<file path="src/rtl/spi_mem_bridge_pkg.sv">
// Shared definitions for the SPI memory bridge: command byte layout,
// FSM state encoding and an elaboration-time ceil(log2) helper.
package spi_mem_bridge_pkg;

    localparam int unsigned CMD_WR_BIT   = 7;
    localparam int unsigned CMD_INC_BIT  = 6;
    localparam int unsigned CMD_RSVD_MSB = 5;

    typedef enum logic [2:0] {
        IDLE,
        CMD,
        ADDR,
        WDATA,
        RDATA,
        DISCARD
    } state_t;

    // ceil(log2(value)); returns 0 for value <= 1
    function automatic int unsigned clog2(input int unsigned value);
        int unsigned res;
        res = 0;
        for (int i = 0; i < 32; i++) begin
            if (value > (32'd1 << i)) res = i + 1;
        end
        return res;
    endfunction

endpackage

</file>
<file path="src/rtl/spi_mem_ram.sv">
// Single-port synchronous RAM, 1-clk read latency, contents not reset.
// Ports: clk; en (access strobe); we (1=write, 0=read); addr; din; dout (registered).
module spi_mem_ram #(
    parameter int unsigned DATA_WIDTH = 32,
    parameter int unsigned ADDR_WIDTH = 4
) (
    input  logic                  clk,
    input  logic                  en,
    input  logic                  we,
    input  logic [ADDR_WIDTH-1:0] addr,
    input  logic [DATA_WIDTH-1:0] din,
    output logic [DATA_WIDTH-1:0] dout
);

    localparam int unsigned DEPTH = 1 << ADDR_WIDTH;

    logic [DATA_WIDTH-1:0] mem [DEPTH];

    always_ff @(posedge clk) begin
        if (en) begin
            if (we) mem[addr] <= din;
            else    dout      <= mem[addr];
        end
    end

endmodule

</file>
<file path="src/rtl/spi_mem_bridge.sv">
// SPI mode-0 slave to on-chip RAM bridge. SPI pins are oversampled on clk;
// a frame is cmd byte, address bytes (MSB first), then data words (MSB first),
// single-word or auto-incrementing burst, for both writes and prefetched reads.
// Ports: clk, reset (async, active-high); ss/sclk/mosi (async SPI inputs);
// miso/miso_oe (SPI out + drive enable); busy (frame active);
// frame_done (1-clk pulse at ss rise); cmd_err (sticky reserved-bit error).
module spi_mem_bridge
    import spi_mem_bridge_pkg::*;
#(
    parameter int unsigned DATA_WIDTH  = 32,
    parameter int unsigned ADDR_WIDTH  = 4,
    parameter int unsigned SYNC_STAGES = 2
) (
    input  logic clk,
    input  logic reset,
    input  logic ss,
    input  logic sclk,
    input  logic mosi,
    output logic miso,
    output logic miso_oe,
    output logic busy,
    output logic frame_done,
    output logic cmd_err
);

    localparam int unsigned DATA_BYTES = DATA_WIDTH / 8;
    localparam int unsigned ADDR_BYTES = (ADDR_WIDTH + 7) / 8;
    localparam int unsigned ACC_W      = ADDR_BYTES * 8;
    localparam int unsigned MAX_BYTES  = (DATA_BYTES > ADDR_BYTES) ? DATA_BYTES : ADDR_BYTES;
    localparam int unsigned BCNT_W     = clog2(MAX_BYTES) + 1;

    logic [SYNC_STAGES-1:0] ss_sync, sclk_sync, mosi_sync;
    logic                   ss_d, sclk_d;
    logic                   ss_s, sclk_s, mosi_s;
    logic                   ss_fall_c, ss_rise_c, sclk_rise_c, sclk_fall_c;

    state_t                 state, state_n;
    logic [2:0]             bit_cnt;
    logic [6:0]             rx_shift;
    logic [7:0]             rx_byte_c;
    logic [BCNT_W-1:0]      byte_cnt;
    logic                   byte_done_c, last_addr_c, last_data_c, rsvd_err_c;
    logic                   cmd_wr, cmd_inc;
    logic [ACC_W-1:0]       addr_acc, addr_acc_n_c;
    logic [ADDR_WIDTH-1:0]  addr, addr_new_c, addr_inc_c;
    logic [DATA_WIDTH-1:0]  wdata_acc, wdata_word_c, tx_shift;
    logic                   rd_load, tx_skip;

    logic                   ram_en, ram_we;
    logic [ADDR_WIDTH-1:0]  ram_addr;
    logic [DATA_WIDTH-1:0]  ram_din, ram_dout;

    // Synchroniser outputs and edge detection on the last two samples
    assign ss_s        = ss_sync[SYNC_STAGES-1];
    assign sclk_s      = sclk_sync[SYNC_STAGES-1];
    assign mosi_s      = mosi_sync[SYNC_STAGES-1];
    assign ss_fall_c   = ss_d & ~ss_s;
    assign ss_rise_c   = ~ss_d & ss_s;
    assign sclk_rise_c = ~sclk_d & sclk_s;
    assign sclk_fall_c = sclk_d & ~sclk_s;

    // Byte assembly and phase decoding; an ss rise suppresses the coincident sclk edge
    assign rx_byte_c    = {rx_shift, mosi_s};
    assign byte_done_c  = sclk_rise_c && !ss_rise_c && (state != IDLE) && (bit_cnt == 3'd7);
    assign last_addr_c  = (byte_cnt == BCNT_W'(ADDR_BYTES - 1));
    assign last_data_c  = (byte_cnt == BCNT_W'(DATA_BYTES - 1));
    assign rsvd_err_c   = |rx_byte_c[CMD_RSVD_MSB:0];
    assign addr_acc_n_c = ACC_W'({addr_acc, rx_byte_c});
    assign addr_new_c   = ADDR_WIDTH'(addr_acc_n_c);
    assign addr_inc_c   = addr + ADDR_WIDTH'(1);
    assign wdata_word_c = DATA_WIDTH'({wdata_acc, rx_byte_c});

    // miso comes straight from the MSB of the transmit shift flop
    assign miso = tx_shift[DATA_WIDTH-1];

    // FSM state register
    always_ff @(posedge clk or posedge reset) begin
        if (reset) state <= IDLE;
        else       state <= state_n;
    end

    // FSM next-state logic
    always_comb begin
        state_n = state;
        if (ss_rise_c) begin
            state_n = IDLE;
        end else begin
            case (state)
                IDLE:    if (ss_fall_c) state_n = CMD;
                CMD:     if (byte_done_c) state_n = rsvd_err_c ? DISCARD : ADDR;
                ADDR:    if (byte_done_c && last_addr_c) state_n = cmd_wr ? WDATA : RDATA;
                WDATA:   if (byte_done_c && last_data_c && !cmd_inc) state_n = DISCARD;
                RDATA:   if (byte_done_c && last_data_c && !cmd_inc) state_n = DISCARD;
                DISCARD: state_n = DISCARD;
                default: state_n = IDLE;
            endcase
        end
    end

    // Synchronisers, receive path, address/data capture and RAM requests
    always_ff @(posedge clk or posedge reset) begin
        if (reset) begin
            ss_sync    <= '1;
            sclk_sync  <= '0;
            mosi_sync  <= '0;
            ss_d       <= 1'b1;
            sclk_d     <= 1'b0;
            miso_oe    <= 1'b0;
            busy       <= 1'b0;
            frame_done <= 1'b0;
            cmd_err    <= 1'b0;
            bit_cnt    <= '0;
            rx_shift   <= '0;
            byte_cnt   <= '0;
            cmd_wr     <= 1'b0;
            cmd_inc    <= 1'b0;
            addr_acc   <= '0;
            addr       <= '0;
            wdata_acc  <= '0;
            ram_en     <= 1'b0;
            ram_we     <= 1'b0;
            ram_addr   <= '0;
            ram_din    <= '0;
            rd_load    <= 1'b0;
        end else begin
            ss_sync    <= {ss_sync[SYNC_STAGES-2:0], ss};
            sclk_sync  <= {sclk_sync[SYNC_STAGES-2:0], sclk};
            mosi_sync  <= {mosi_sync[SYNC_STAGES-2:0], mosi};
            ss_d       <= ss_s;
            sclk_d     <= sclk_s;
            miso_oe    <= ~ss_s;
            busy       <= (state_n != IDLE);
            frame_done <= ss_rise_c && (state != IDLE);
            ram_en     <= 1'b0;
            rd_load    <= ram_en & ~ram_we;

            if (ss_fall_c && (state == IDLE)) begin
                cmd_err  <= 1'b0;
                bit_cnt  <= '0;
                byte_cnt <= '0;
                addr_acc <= '0;
            end else if (sclk_rise_c && !ss_rise_c && (state != IDLE)) begin
                bit_cnt  <= bit_cnt + 3'd1;
                rx_shift <= rx_byte_c[6:0];
                if (byte_done_c) begin
                    case (state)
                        CMD: begin
                            cmd_wr  <= rx_byte_c[CMD_WR_BIT];
                            cmd_inc <= rx_byte_c[CMD_INC_BIT];
                            if (rsvd_err_c) cmd_err <= 1'b1;
                        end
                        ADDR: begin
                            addr_acc <= addr_acc_n_c;
                            if (last_addr_c) begin
                                addr     <= addr_new_c;
                                byte_cnt <= '0;
                                if (!cmd_wr) begin
                                    ram_en   <= 1'b1;
                                    ram_we   <= 1'b0;
                                    ram_addr <= addr_new_c;
                                end
                            end else begin
                                byte_cnt <= byte_cnt + BCNT_W'(1);
                            end
                        end
                        WDATA: begin
                            wdata_acc <= wdata_word_c;
                            if (last_data_c) begin
                                // commit the word next clk; addr moves on for the burst
                                ram_en   <= 1'b1;
                                ram_we   <= 1'b1;
                                ram_addr <= addr;
                                ram_din  <= wdata_word_c;
                                addr     <= addr_inc_c;
                                byte_cnt <= '0;
                            end else begin
                                byte_cnt <= byte_cnt + BCNT_W'(1);
                            end
                        end
                        RDATA: begin
                            if (last_data_c) begin
                                byte_cnt <= '0;
                                if (cmd_inc) begin
                                    ram_en   <= 1'b1;
                                    ram_we   <= 1'b0;
                                    ram_addr <= addr_inc_c;
                                    addr     <= addr_inc_c;
                                end
                            end else begin
                                byte_cnt <= byte_cnt + BCNT_W'(1);
                            end
                        end
                        default: ;
                    endcase
                end
            end
        end
    end

    // Transmit shifter. A freshly loaded word always lands just before the
    // trailing fall of the previous byte, so that one fall must not shift.
    always_ff @(posedge clk or posedge reset) begin
        if (reset) begin
            tx_shift <= '0;
            tx_skip  <= 1'b0;
        end else if (state_n != RDATA) begin
            tx_shift <= '0;
            tx_skip  <= 1'b0;
        end else if (rd_load) begin
            tx_shift <= ram_dout;
            tx_skip  <= 1'b1;
        end else if (sclk_fall_c) begin
            if (tx_skip) tx_skip  <= 1'b0;
            else         tx_shift <= {tx_shift[DATA_WIDTH-2:0], 1'b0};
        end
    end

    spi_mem_ram #(
        .DATA_WIDTH (DATA_WIDTH),
        .ADDR_WIDTH (ADDR_WIDTH)
    ) u_ram (
        .clk  (clk),
        .en   (ram_en),
        .we   (ram_we),
        .addr (ram_addr),
        .din  (ram_din),
        .dout (ram_dout)
    );

endmodule

</file>
<file path="config.mk">
export PLATFORM = sky130hd
export DESIGN_NAME = spi_mem_bridge
export DESIGN_NICKNAME = d
export VERILOG_FILES = /design/src/rtl/spi_mem_bridge_pkg.sv /design/src/rtl/spi_mem_ram.sv /design/src/rtl/spi_mem_bridge.sv
export SDC_FILE = /design/constraint.sdc
export NUM_CORES = 1
export LEC_CHECK = 0
export CAP_MARGIN = 10
export CORE_ASPECT_RATIO = 0.9
export CORE_MARGIN = 8
export CORE_UTILIZATION = 59
export CTS_BUF_LIST = sky130_fd_sc_hd__clkbuf_8
export DETAILED_ROUTE_END_ITERATION = 12
export DONT_BUFFER_PORTS = 1
export PLACE_DENSITY = 0.78
export SETUP_SLACK_MARGIN = 0.05
export SLEW_MARGIN = 20
export SYNTH_ARGS = -nofsm -noshare
export SYNTH_HDL_FRONTEND = slang
export SYNTH_SLANG_ARGS = --single-unit
</file>
<file path="constraint.sdc">
create_clock -name clk -period 3.8 [get_ports clk]
set_clock_uncertainty 0.15 [all_clocks]
set_input_delay 0.38 -clock clk [delete_from_list [all_inputs] [get_ports clk]]
set_output_delay 0.38 -clock clk [all_outputs]
set_load 0.005 [all_outputs]
</file>
---- Word level (Yosys, flattened, before mapping) ----
Memories as Yosys holds them, arrays and structs flattened. A register that Yosys moved wholly into a read port is not among the register bits.
Index checks and enable logic that the tools add are counted.
Widths: inputs -> output; s select.
word-level totals
  register bits ........................... 130
  bits in writable memories ............... 512
  logic and storage cells ................. 141
  memories ................................ 1
memory list
  name       words  bits a word  read ports  clocked after memory_dff  wr ports  RTL line           text
  u_ram.mem  16     32           1           1                         1         spi_mem_ram.sv:17  logic [DATA_WIDTH-1:0] mem [DEPTH];
operators by class
  add/subtract/negate cells ............... 3
  equality and inequality tests ........... 14
  multiplexer cells ....................... 55
  bitwise operators ....................... 11
  reduce and logical (&&, ||, !) cells .... 33
operators by type and width
  cell                 count
  $mux 32              4
  $mux 3               14
  $mux 4               7
  $mux 1               24
  $pmux 4 s3           2
  $pmux 3 s5           1
  $reduce_bool 3->1    5
  $reduce_and 4->1     3
  $ne 2x2->1 const B   5
  $eq 3x2->1 const B   3
  $eq 3x3->1 const B   3
  $reduce_and 9->1     1
  $logic_and 1x1->1    8
  $reduce_and 8->1     1
  $reduce_bool 2->1    4
  $add 3x1->3 const B  2
  $logic_not 3->1      2
  $not 1->1            6
  $pmux 1 s3           2
  $pmux 3 s2           1
  $reduce_and 2->1     3
  $reduce_or 6->1      1
  $and 1x1->1          5
  $reduce_and 5->1     1
  other kinds (7)      8

---- Longest topological paths before layout ----
  depth after elaboration ................. 14
  gate-level depth with buffers ........... 8

---- Modules after synthesis ----
A second synthesis with hierarchy kept.
unflattened totals
  cells, all modules ...................... 1382
  area, all modules ....................... 26341.5 µm²
modules (own cells, without submodules)
  module          instances  cells each  area an instance (µm²)  sequential area each (µm²)
  spi_mem_ram     1          844         20216.9                 16335.7
  spi_mem_bridge  1          538         6124.6                  3256.9

---- Worst setup path before layout ----
Ideal clock, no wire load.
  kind .................................... flip-flop to flip-flop
  start ................................... reg ram_addr[1]
  end ..................................... mem u_ram.mem[2][0] (enable)
  library setup time ...................... 0.461 ns
  arrival time ............................ 3.606 ns
  required time ........................... 3.189 ns
  path slack .............................. -0.417 ns
  stages on the path, launching flop included .. 7
  path buffers ............................ 3
  clock period less this slack ............ 4.217 ns
  path through ............................ dfrtp_1 > buf_2 > clkbuf_1 > buf_2 > inv_1 > or3_1 > nor3_1
RTL lines
  item                      RTL line               text
  start: declaration        spi_mem_bridge.sv:50   logic [ADDR_WIDTH-1:0] ram_addr;
  start signal: assignment  spi_mem_bridge.sv:160  ram_addr <= addr_new_c;
  start signal: assignment  spi_mem_bridge.sv:172  ram_addr <= addr;
  start signal: assignment  spi_mem_bridge.sv:186  ram_addr <= addr_inc_c;
  end: declaration          spi_mem_ram.sv:17
No word-level cell before the write port.

---- Worst setup path in the final report ----
  start ................................... reg ram_addr[1]
  end ..................................... mem u_ram.mem[6][12] (enable)
No word-level cell before the write port.

==> key figures <==
Critical path
  – R2r worst-path depth: 4
  – Crit start category: flop
  – Worst path required time: 3.99 ns
  – CP delay by family, top: flip-flops
  – Critical Path Sink Type: flop
  – Worst path cell trace: inv_1, or3_1, nor2_4, buf_12
  – Buf/Inv on CP: 2
  – Crit Path Category: reg -> reg
  – Crit path capture: u_ram.mem[6][12]
  – Crit path DAT: 3.05 ns
  – Worst path slowest cell: dfrtp_4
  – Crit Path Max Fanout: 54
  – Worst path depth: 4
  – Crit Reg-Reg Startpoint: ram_addr[1]
  – CP max stage delay: ~0.93 ns
  – Worst R2R Setup Slack: 0.94 ns
  – Worst reg2reg path endpoint: u_ram.mem[6][12]
  – Crit path launch: ram_addr[1]

Power and ir drop
  – Seq pwr share: ~58%
  – LEAKAGE: 8.52 nW
  – Pwr Density: 472 mW/mm2
  – Clock network fraction of total power: around two fifths
  – Total power: around 14 mW
  – Pint: roughly 11 mW
  – Sw Pwr: between 2 and 3 mW
  – Max VDD drop: 0.305 mV
  – Sw frac: 20.7%
  – Share of total power in combinational logic: under 10%

Logic synthesis
  – Async SR Flop Fraction: 19.3%
  – Syn. warnings: 0
  – Top cells by area, synth: edfxtp_1 63%, mux4_2 14%, dfrtp_1 12%
  – Syn Area/Cell: ~20 um2
  – Synth Instances: 1313
  – Yosys cell types: 56
  – Mapped Nets: 1325
  – Post-Synth Adder-Cell Area: less than 1%
  – Post-synth EDFFs: ~540
  – Post-Synth Simple-Gate Area: 4.14%
  – Flops & latches, synth: about 670
  – Yosys top cell area share: a little over three fifths
  – Synth area leader: edfxtp_1
  – Largest family of logic cells by synthesized area: multiplexers
  – Synth Area in Compound Gates: around 1.5%
  – Sequential share of the synthesized area: about 75%
  – Main flop type after synthesis: edfxtp_1
  – Fraction of synthesized cell area in xor and xnor cells: less than 1%
  – Mux share of post-synthesis cell area: roughly 17%
  – Post-Syn Area: 0.0261 mm2

Layout
  – Area delta synth->final: 11.5%
  – Multi-input gate area: 0.00621 mm2
  – FF/Latch Area: 0.0196 mm2
  – Most common cell after layout, fill and taps aside: edfxtp_1
  – Cell Count, Final, Fillers Out: 2079
  – Commonest non-fill, non-tap cells in the layout: 544 x edfxtp_1, 160 x mux4_2, 123 x dfrtp_1
  – Layout cells sized above 1: a little over a quarter
  – Nets: approximately 1400
  – FILL cells: 2756

Drt
  – Antenna Nets Post-Route: 0
  – WL final: about 54000 um
  – Avg WL per Cell: between 20 and 30 um
  – DR vias/cell: ~6.2
  – Starting DRT DRC Count: about 1400
  – Via count: between 10000 and 15000
  – Drc violations: 0
  – Drt pass-1 iters: 6

STA
  – Slew Viols, Final: 0
  – Final critical-path share of the clock period: around 75%
  – F_max: roughly 350 MHz
  – Setup violators final: 0
  – PnR worst setup slack: between 0.9 and 1 ns
  – Final Hold Viols: 0
  – Slew HR: a little over a third
  – Worst-margin pin slew: 0.978 ns
  – Post-route minimum period: around 2.9 ns
  – Setup TNS: 0 ns
  – RSZ-0062 raised after global routing: no

Global route
  – All-Layer GR Usage: 21.5%
  – First-pass GRT wire length: between 80000 and 90000 um
  – Initial antenna violation count: 2
  – Total congestion overflow: 0
  – Vias in the first global route: ~13000
  – Largest net degree at the start of global routing: between 80 and 90

CTS
  – Post-CTS Setup Repair Bufs: 0
  – Worst skew pair latency: 0.69 ns
  – TritonCTS clock tree: done
  – Total clock sinks: a little under 700
  – Reg clk slew, reported paths: 0.06 ns
  – H-tree levels: 3
  – Largest buffer count on any clock path: 3
  – CTS buffer count: 100
  – Root buf cell: clkbuf_8

Floorplan
  – Die Height: about 220 um
  – Num rows: 73
  – Die W: between 200 and 250 um
  – Boundary pin count: 10
  – Core area: around 0.044 mm2
  – Die Area: roughly 0.051 mm2
  – Starting density of the core: around 59%

Run
  – Max-Cap Viols: 0

Placement
  – PortBufs: 0
  – Dpl ws: 0.908 ns
  – GPL Wtd Cong: about 0.8
  – Placed instance count: between 1500 and 2000
  – Detail Placement HPWL: 30800 um

Outcome
  – Outcome: completed

Worst hold path
  – Worst min-delay path class: in -> reg
  – Hold Path Origin: ss
[logic make-up after synthesis]
kind of cell    after synthesis
flops                       674
mux                         241
simple gates                238
buf+inv                      85
compound gates               65
fa+ha+maj                     7
xor+xnor                      3
[power groups by stage]
stage | logic (mW) | registers, mW | clock network [mW]
floorplan | 0.155 | 8.11 | 0
global placement | 0.192 | 8.14 | 0
detailed placement | 0.197 | 8.14 | 0
CTS | 0.202 | 7.99 | 5.63
global route | 0.222 | 8.00 | 5.93
finish | 0.199 | 7.99 | 5.52
[worst min path at each step]
stage | end | slack (ns) | depth (start not counted)
3_3_place_gp | miso_oe | 0.06 | 1
4_1_cts | ss_sync[0] | 0.05 | 1
3_5_place_dp | busy | 0.07 | 1
2_1_floorplan | mosi_sync[1] | 0.18 | 0
6_report | ss_sync[0] | 0.11 | 1
5_1_grt | ss_sync[0] | 0.07 | 1
[through the flow]
| step | hold slack, ns | area [um2] | util (%) |
|---|---|---|---|
| floorplan | 0.181 | 26100 | - |
| global placement | 0.0627 | 27100 | 61.6 |
| detailed placement | 0.0651 | 27100 | 61.6 |
| CTS | 0.0531 | 29100 | 66.2 |
| global route | 0.0708 | 29100 | 66.2 |
| finish | 0.112 | 29100 | 66.2 |
[final cells by class]
type / instances / area share (%)
multi-input cells: 554 / 21.4
clock buffers: 109 / 5.16
clock inverters: 81 / 1.49
repair buffers: 44 / 1.74
well taps: 600 / 2.58
inverters: 16 / 0.220
diodes: 1 / 0.00861
flip-flops and latches: 674 / 67.4
[cell usage after synthesis, drive strengths merged, types with 2 or more instances]
library cell and count:
xnor2 2, dfrtp 127, or3 4, nand2 93, o31ai 2, inv 16
mux2i 40, o22a 2, nand2b 3, nor2 64, ha 7, nor3b 8
edfxtp 544, or3b 2, mux4 160, nand3 8, nor2b 5, clkbuf 26
a21oi 37, o221ai 3, dfstp 3, nor3 39, buf 43, nand4 2
and3 4, o22ai 2, mux2 41, o21ai 10, and2 2
[flip-flops by register name, summed over array words and instances (netlist names), 2 cells and up]
name / flops
bit_cnt: 3
state: 3
rx_shift: 7
sclk_sync: 2
byte_cnt: 3
ss_sync: 2
mosi_sync: 2
u_ram.dout: 32
u_ram.mem: 512
tx_shift: 32
ram_addr: 4
ram_din: 32
wdata_acc: 24
addr: 4
[per-layer routing]
layer	wire length [um]	track usage, %	share of wire, %
met5	0	0	0
met4	1180	6.50	2.2
met3	5140	5.21	9.5
met2	26300	34.0	49
met1	21400	29.9	40
[what timing repair did]
action | in CTS | in global routing
endpoints found under the hold margin | 133 | 0
setup endpoints to repair | 0 | 0
gates resized for setup | 0 | 0
hold buffers | 5 | 0
No activity file was read; power rests on OpenSTA's default activity.
